==> config.mk <==
export PLATFORM = sky130hd
export DESIGN_NAME = mod_inv
export DESIGN_NICKNAME = d
export VERILOG_FILES = /design/src/rtl/mod_inv.sv
export SDC_FILE = /design/constraint.sdc
export NUM_CORES = 1
export LEC_CHECK = 0
export BUFFER_PORTS_ARGS = -buffer_cell sky130_fd_sc_hd__buf_2
export CAP_MARGIN = 30
export CELL_PAD_IN_SITES_DETAIL_PLACEMENT = 1
export CELL_PAD_IN_SITES_GLOBAL_PLACEMENT = 2
export CORE_ASPECT_RATIO = 0.5
export CORE_MARGIN = 1.5
export CORE_UTILIZATION = 38
export DETAILED_ROUTE_END_ITERATION = 7
export HOLD_SLACK_MARGIN = 0.15
export PLACE_DENSITY_LB_ADDON = 0.12
export SKIP_CTS_REPAIR_TIMING = 1
export SLEW_MARGIN = 20
export SYNTH_ARGS = -nofsm -noshare
export SYNTH_HDL_FRONTEND = slang
export SYNTH_SLANG_ARGS = --single-unit
==> constraint.sdc <==
create_clock -name clk -period 15.75 [get_ports clk]
set_input_delay 3.15 -clock clk [delete_from_list [all_inputs] [get_ports clk]]
set_output_delay 3.15 -clock clk [all_outputs]
set_load 0.02 [all_outputs]
==> src/rtl/mod_inv.sv <==
// Modular inverse mod Q (default 3329) by Fermat exponentiation A^(Q-2), one modular multiply per clock.
// Define MOD_INV_CHECK_EN to add a CHK stage that verifies acc*operand == 1 before reporting the result.
module mod_inv #(
  parameter int Q = 3329
) (
  input  logic        clk,
  input  logic        r,
  input  logic        valid_in,
  input  logic [11:0] A,
  output logic        ready,
  output logic        valid_out,
  output logic [11:0] OUT,
  output logic        zero_err,
  output logic        chk_ok
);

  localparam logic [11:0] EXP       = 12'(Q - 2);
  localparam logic [23:0] BARRETT_M = 24'((48'd1 << 24) / 48'(Q));

  typedef enum logic [1:0] {
    IDLE = 2'd0,
    SQR  = 2'd1,
    MUL  = 2'd2,
    CHK  = 2'd3
  } state_t;

  // Barrett reduction with k = 24: the quotient estimate is at most two short, hence two corrections.
  function automatic logic [11:0] modmul(input logic [11:0] a, input logic [11:0] b);
    logic [23:0] x;
    logic [47:0] t;
    logic [23:0] qe;
    logic [23:0] rr;
    x  = {12'd0, a} * {12'd0, b};
    t  = {24'd0, x} * {24'd0, BARRETT_M};
    qe = 24'(t >> 24);
    rr = x - (qe * 24'(Q));
    if (rr >= 24'(Q)) begin
      rr = rr - 24'(Q);
    end else begin
      rr = rr;
    end
    if (rr >= 24'(Q)) begin
      rr = rr - 24'(Q);
    end else begin
      rr = rr;
    end
    return 12'(rr);
  endfunction

  state_t      state_q, state_d;
  logic [11:0] acc_q, acc_d;
  logic [3:0]  idx_q, idx_d;
  logic [11:0] op_q, op_d;
  logic [11:0] out_q, out_d;
  logic        vout_q, vout_d;
  logic        zerr_q, zerr_d;
  logic        chk_q, chk_d;
  logic        done_s;
  logic [11:0] mul_b_s;
  logic [11:0] prod_s;

  assign mul_b_s   = (state_q == SQR) ? acc_q : op_q;
  assign prod_s    = modmul(acc_q, mul_b_s);
  assign ready     = (state_q == IDLE);
  assign valid_out = vout_q;
  assign OUT       = out_q;
  assign zero_err  = zerr_q;
  assign chk_ok    = chk_q;

  always_comb begin
    state_d = state_q;
    acc_d   = acc_q;
    idx_d   = idx_q;
    op_d    = op_q;
    out_d   = out_q;
    vout_d  = 1'b0;
    zerr_d  = zerr_q;
    chk_d   = chk_q;
    done_s  = 1'b0;
    case (state_q)
      IDLE: begin
        if (valid_in) begin
          op_d    = (A >= 12'(Q)) ? (A - 12'(Q)) : A;
          acc_d   = 12'd1;
          idx_d   = 4'd11;
          state_d = SQR;
        end else begin
          state_d = IDLE;
        end
      end
      SQR: begin
        acc_d = prod_s;
        if (EXP[idx_q]) begin
          state_d = MUL;
        end else if (idx_q == 4'd0) begin
          done_s = 1'b1;
        end else begin
          idx_d = idx_q - 4'd1;
        end
      end
      MUL: begin
        acc_d = prod_s;
        if (idx_q == 4'd0) begin
          done_s = 1'b1;
        end else begin
          idx_d   = idx_q - 4'd1;
          state_d = SQR;
        end
      end
`ifdef MOD_INV_CHECK_EN
      CHK: begin
        state_d = IDLE;
        vout_d  = 1'b1;
        out_d   = acc_q;
        zerr_d  = (op_q == 12'd0);
        chk_d   = (prod_s == 12'd1) || ((op_q == 12'd0) && (acc_q == 12'd0));
        acc_d   = 12'd1;
        idx_d   = 4'd11;
      end
`endif
      default: begin
        state_d = IDLE;
      end
    endcase
    // Last exponent bit consumed: either verify in CHK or publish the result now.
    if (done_s) begin
`ifdef MOD_INV_CHECK_EN
      state_d = CHK;
`else
      state_d = IDLE;
      vout_d  = 1'b1;
      out_d   = prod_s;
      zerr_d  = (op_q == 12'd0);
      chk_d   = 1'b1;
      acc_d   = 12'd1;
      idx_d   = 4'd11;
`endif
    end else begin
      state_d = state_d;
    end
  end

  always_ff @(posedge clk) begin
    if (r) begin
      state_q <= IDLE;
      acc_q   <= 12'd1;
      idx_q   <= 4'd11;
      op_q    <= 12'd0;
      out_q   <= 12'd0;
      vout_q  <= 1'b0;
      zerr_q  <= 1'b0;
      chk_q   <= 1'b0;
    end else begin
      state_q <= state_d;
      acc_q   <= acc_d;
      idx_q   <= idx_d;
      op_q    <= op_d;
      out_q   <= out_d;
      vout_q  <= vout_d;
      zerr_q  <= zerr_d;
      chk_q   <= chk_d;
    end
  end

endmodule
==> flow_summary.json, run 1 <==
{
  "status": "finished with violations",
  "critPathMostFrequentCell": "fa_1",
  "antenna_found_initial": 0,
  "r2r-start": "state_q[1]",
  "drt_pre_antenna_iters": 5,
  "place_congestion": 0.867,
  "cell_variety_after_synth": 80,
  "area_of_the_mapped_netlist_um2": 16400,
  "worstPathMaxFanout": 8,
  "cp.required_ns": 15.95,
  "synth_sequential_area_ratio_pct": 5.63,
  "synth.largest_area_cell": "fa_1",
  "final_cells": 2891,
  "synth_enable_flop_cells": 0,
  "timing.clock.skew_ns": 0.00885,
  "layout_cell_share_with_drive_strength_beyond_1_pct": 28.0,
  "grt_max_degree": 22,
  "cts_inserted_buffers": 5,
  "synthToLayoutAreaGrowth_pct": 30.9,
  "netlist_instances": 1908,
  "cts-root-to-sink-buffers": 2,
  "fmaxAchievable_ghz": 0.0629,
  "detail_route.wl_per_cell_um": 17.5,
  "worst_slew_pin_tran_ns": 0.952,
  "dpl.cell_count": 2844,
  "grt_remaining_overflow": 0,
  "worst-setup-path-type": "flop to flop",
  "dp_worst_setup_slack_ns": -1.15,
  "yosys_warnings": 0,
  "syn_area_per_cell_um2": 8.58,
  "dieWidth_um": 296,
  "starting_density_pct": 38.7,
  "place_area_um2": 20100,
  "die_h_um": 150,
  "antenna_left": 0,
  "worst_slack_ns": -0.136,
  "setup_violations": 20,
  "first_pass_grt_wire_length_um": 80600,
  "post-route-drc-count": 0,
  "timing.critical_path.buf_inv": 19,
  "netlist.area_leader.share_pct": 30.7,
  "slowest_stage": "or4b_4",
  "slowest_delay_ns": 0.60,
  "groute.usage.overall_pct": 23.2,
  "port_bufs": 30,
  "antenna_cells_inserted": 0,
  "worst_case_hold_slack_ns": 0.453,
  "asyncSetResetFlopFracSynth_pct": 0,
  "hold_path.startpoint": "OUT[7]",
  "finalMaxSlewViolations": 0,
  "layout.filler_cells": 5036,
  "cp-startpoint": "state_q[1]",
  "rows": 53,
  "vias": 14200,
  "first_global_vias": 15100,
  "via_per_inst": 4.91,
  "final_design_area_no_fill_um2": 21400,
  "grt_setup_unrepaired": "yes",
  "ys_top_cells_by_area": "fa_1, ha_1, inv_1",
  "design.portCount": 31,
  "worst_min_delay_path_category": "flop to flop",
  "dominantRegCellSynth": "dfxtp_1",
  "critical_path.startpoint_type": "flop",
  "cap_viol_max_count": 0,
  "wirelength_um": 50600,
  "clk_root_buf": "clkbuf_16",
  "final_number_of_hold_violating_endpoints": 0,
  "numClockSinks": 46,
  "insertion_delay_ns": 0.29,
  "placeableCoreArea_um2": 42200,
  "final_min_period_over_clock_period_pct": 101,
  "synth_seq_cells": 46,
  "drt_iter0_markers": 483,
  "critical_path_arrival_ns": 16.08,
  "syn_nets": 2444,
  "final_net_count": 2849,
  "worst_setup_path_end_kind": "flop",
  "clkTransAtPathRegs_ns": 0.07,
  "failed_checks": "negative setup slack",
  "path_delay_family": "adder cells",
  "cts_max_level": 2,
  "timing.slew.headroom_pct": 36.3,
  "finalCriticalPeriod_ns": 15.89,
  "die-area_um2": 44400,
  "dp_hpwl_um": 44300,
  "clock_tree_from_tritoncts": "done"
}
cell families (layout without fill, tap and decap cells):
kind of cell / after synthesis / after routing / share of synthesized area [%]
adders and majority gates: 522 / 522 / 51.4
AOI/OAI and AO/OA: 294 / 294 / 12.5
and+or+nand+nor: 392 / 392 / 11.9
muxes: 14 / 14 / 0.948
xor gates and xnor gates: 95 / 95 / 5.09
buffers and inverters: 545 / 951 / 12.6
DFF: 46 / 46 / 5.63
tightest hold or removal path: stages, from the launching register on:
cell and delay (ns):
dfxtp_1 0.33, nand2_1 0.05, o21ai_0 0.05
routing by layer:
layer,vias to the layer above,track usage (%),part of all wire [%]
met1,7137,34.7,52
met2,140,37.7,45
met3,30,1.77,2.3
met5,-,0,0
li1,6897,-,-
met4,0,2.09,0.88
sequential cells by signal, summed over array words and instances (netlist names), named ones only:
signal     flops
OUT           12
acc_q         12
chk_ok         1
idx_q          4
op_q          12
state_q        2
valid_out      1
zero_err       1
stage by stage:
step	setup TNS [ns]	util [%]
finish	-1.11	50.7
global route	-16.11	50.7
CTS	-27.00	48.0
detailed placement	-24.51	47.6
global placement	-16.62	47.6
floorplan	0	-
path summary, 6_finish.rpt:
kind            end  slack (ns)  depth (start not counted)
max          OUT[1]       -0.14                         67
min          OUT[7]        0.45                          2
max reg2reg  OUT[1]       -0.14                         67
min reg2reg  OUT[7]        0.45                          2
layout by cell type (no fill, tap or decap), types with 30 or more instances in the layout:
master,count
a21oi_1,46
a21o_1,30
and2_1,55
buf_2,30
nand2_1,142
nor2_1,52
inv_1,470
fa_1,247
ha_1,247
buf_4,401
dfxtp_1,44
o21ai_0,35
xnor2_1,52
final cells by class:
cell class              count  area, um^2  share of cell area, %
well taps                 577         722                   3.37
clock inverters             2        13.8                 0.0643
repair buffers            445        3370                   15.7
clock buffers               6         129                  0.602
flip-flops and latches     46         923                   4.31
multi-input cells        1317       14400                   67.2
inverters                 498        1870                   8.73
Yosys cell counts, types with 12 or more instances:
cell / instances
o21ai_0: 51
ha_1: 270
a21o_1: 30
nor2_1: 57
fa_1: 251
mux2_2: 12
and3_1: 12
a21oi_1: 61
nand3_1: 28
clkbuf_1: 42
nor3_1: 17
inv_1: 497
xor2_1: 29
nand2_1: 150
o21bai_1: 16
o211ai_1: 18
dfxtp_1: 46
xnor2_1: 66
and2_1: 58
a211oi_1: 18
Power of run 1 is left out: the tool's default activity adds up to more than one toggle a clock period on the data nets, which glitch-free logic cannot reach.
==> inputs of run 2 (changes only) <==
==> constraint.sdc (replaced) <==
create_clock -name clk -period 15.75 [get_ports clk]
set_input_delay 0.7875 -clock clk [delete_from_list [all_inputs] [get_ports clk]]
set_output_delay 0.7875 -clock clk [all_outputs]
set_load 0.02 [all_outputs]
==> flow_summary.json, run 2 (synthesis results as in run 1) <==
{
  "worst-setup-path-type": "flop to flop",
  "critical_path.startpoint_type": "flop",
  "clock_tree_from_tritoncts": "done",
  "timing.clock.skew_ns": 0.00512,
  "final_number_of_hold_violating_endpoints": 0,
  "timing.slew.headroom_pct": 39.6,
  "groute.usage.overall_pct": 23.0,
  "grt_max_degree": 22,
  "worst_slew_pin_tran_ns": 0.902,
  "cts_max_level": 2,
  "antenna_found_initial": 0,
  "layout_cell_share_with_drive_strength_beyond_1_pct": 29.0,
  "layout.filler_cells": 5015,
  "clkTransAtPathRegs_ns": 0.06,
  "rows": 53,
  "grt_setup_unrepaired": "yes",
  "first_global_vias": 15100,
  "clk_root_buf": "clkbuf_16",
  "die_h_um": 150,
  "cp.required_ns": 15.95,
  "worst_case_hold_slack_ns": 0.457,
  "grt_remaining_overflow": 0,
  "finalCoreUtilization_pct": 50.9,
  "worstPathMaxFanout": 8,
  "insertion_delay_ns": 0.28,
  "fmaxAchievable_ghz": 0.0628,
  "finalMaxSlewViolations": 0,
  "setup_violations": 23,
  "critical_path_arrival_ns": 16.13,
  "drt_pre_antenna_iters": 5,
  "final_net_count": 2849,
  "synthToLayoutAreaGrowth_pct": 31.4,
  "antenna_left": 0,
  "starting_density_pct": 38.7,
  "cap_viol_max_count": 0,
  "worst_min_delay_path_category": "flop to flop",
  "first_pass_grt_wire_length_um": 80100,
  "via_per_inst": 4.90,
  "design.portCount": 31,
  "slowest_delay_ns": 0.57,
  "dp_hpwl_um": 44300,
  "wirelength_um": 50700,
  "critPathMostFrequentCell": "fa_1",
  "cts_inserted_buffers": 5,
  "dp_worst_setup_slack_ns": -1.09,
  "dieWidth_um": 296,
  "worst_slack_ns": -0.184,
  "status": "finished with violations",
  "vias": 14200,
  "layout.cells.most_common": "inv_1",
  "antenna_cells_inserted": 0,
  "detail_route.wl_per_cell_um": 17.5,
  "timing.reg2reg.worst_path_depth": 69,
  "final_cells": 2889,
  "cts-root-to-sink-buffers": 2,
  "port_bufs": 30,
  "die-area_um2": 44400,
  "layout.cells.most_common_list": "inv_1, buf_4, ha_1",
  "place_congestion": 0.866,
  "dpl.cell_count": 2843,
  "drt_iter0_markers": 462,
  "failed_checks": "negative setup slack",
  "numClockSinks": 46,
  "slowest_stage": "fa_1",
  "finalCriticalPeriod_ns": 15.93,
  "final_min_period_over_clock_period_pct": 101,
  "worst_setup_path_end_kind": "flop",
  "placeableCoreArea_um2": 42200,
  "hold_depth": 2,
  "post-route-drc-count": 0
}
-- run 2: changes by cell type in the layout (fill, tap and decap cells not counted), moves of 3 or more --
cell | previous run | this run
nand2_2 | 6 | 10
xnor2_2 | 10 | 16
nand2_1 | 142 | 138
and2_4 | 3 | 6
inv_2 | 28 | 36
xnor2_1 | 52 | 47
fa_1 | 247 | 244
inv_1 | 470 | 462
and2_1 | 55 | 52
a21oi_2 | 14 | 17
fa_2 | 4 | 7
-- run 2: metrics by stage --
step                TNS, ns  area, um^2
floorplan                 0       16600
finish                -2.27       21500
global route         -17.34       21500
global placement     -16.60       20100
CTS                  -24.98       20300
detailed placement   -23.23       20100
-- run 2: area by class of cell --
type | count | area, um^2 | share of cell area, %
inverter | 498 | 1870 | 8.70
tap | 577 | 722 | 3.36
sequential | 46 | 922 | 4.29
timing repair buffer | 445 | 3370 | 15.7
multi-input combinational | 1317 | 14500 | 67.3
clock buffer | 6 | 139 | 0.646
-- run 2: metal layers --
metal  GRT usage (%)  part of all wire, %  vias up  routed length [um]
met5               0                    0        -                   0
met4            1.63                 0.34        0                 173
met3           0.891                  1.8       16                 905
met2            37.9                   46      105               23400
met1            34.8                   52     7145               26200
li1                -                    -     6895                   -
-- run 2: worst paths after layout --
kind                    from        to  slack (ns)
hold / removal        OUT[8]    OUT[8]        0.46
setup reg to reg  state_q[1]  acc_q[5]       -0.18
setup / recovery  state_q[1]  acc_q[5]       -0.18
hold reg to reg       OUT[8]    OUT[8]        0.46
-- run 2: worst max-delay path: cells and delay by family, from the launching register on --
family	cells	cell delay [ns]
adder cells (fa/ha/maj)	18	7.58
multiplexers	1	0.24
flip-flops	1	0.34
buffers and inverters	20	1.79
AND/OR/NAND/NOR	6	1.33
AO/OA/AOI/OAI	20	3.73
XOR/XNOR	4	0.78
Power of run 2 is left out for the same reason.
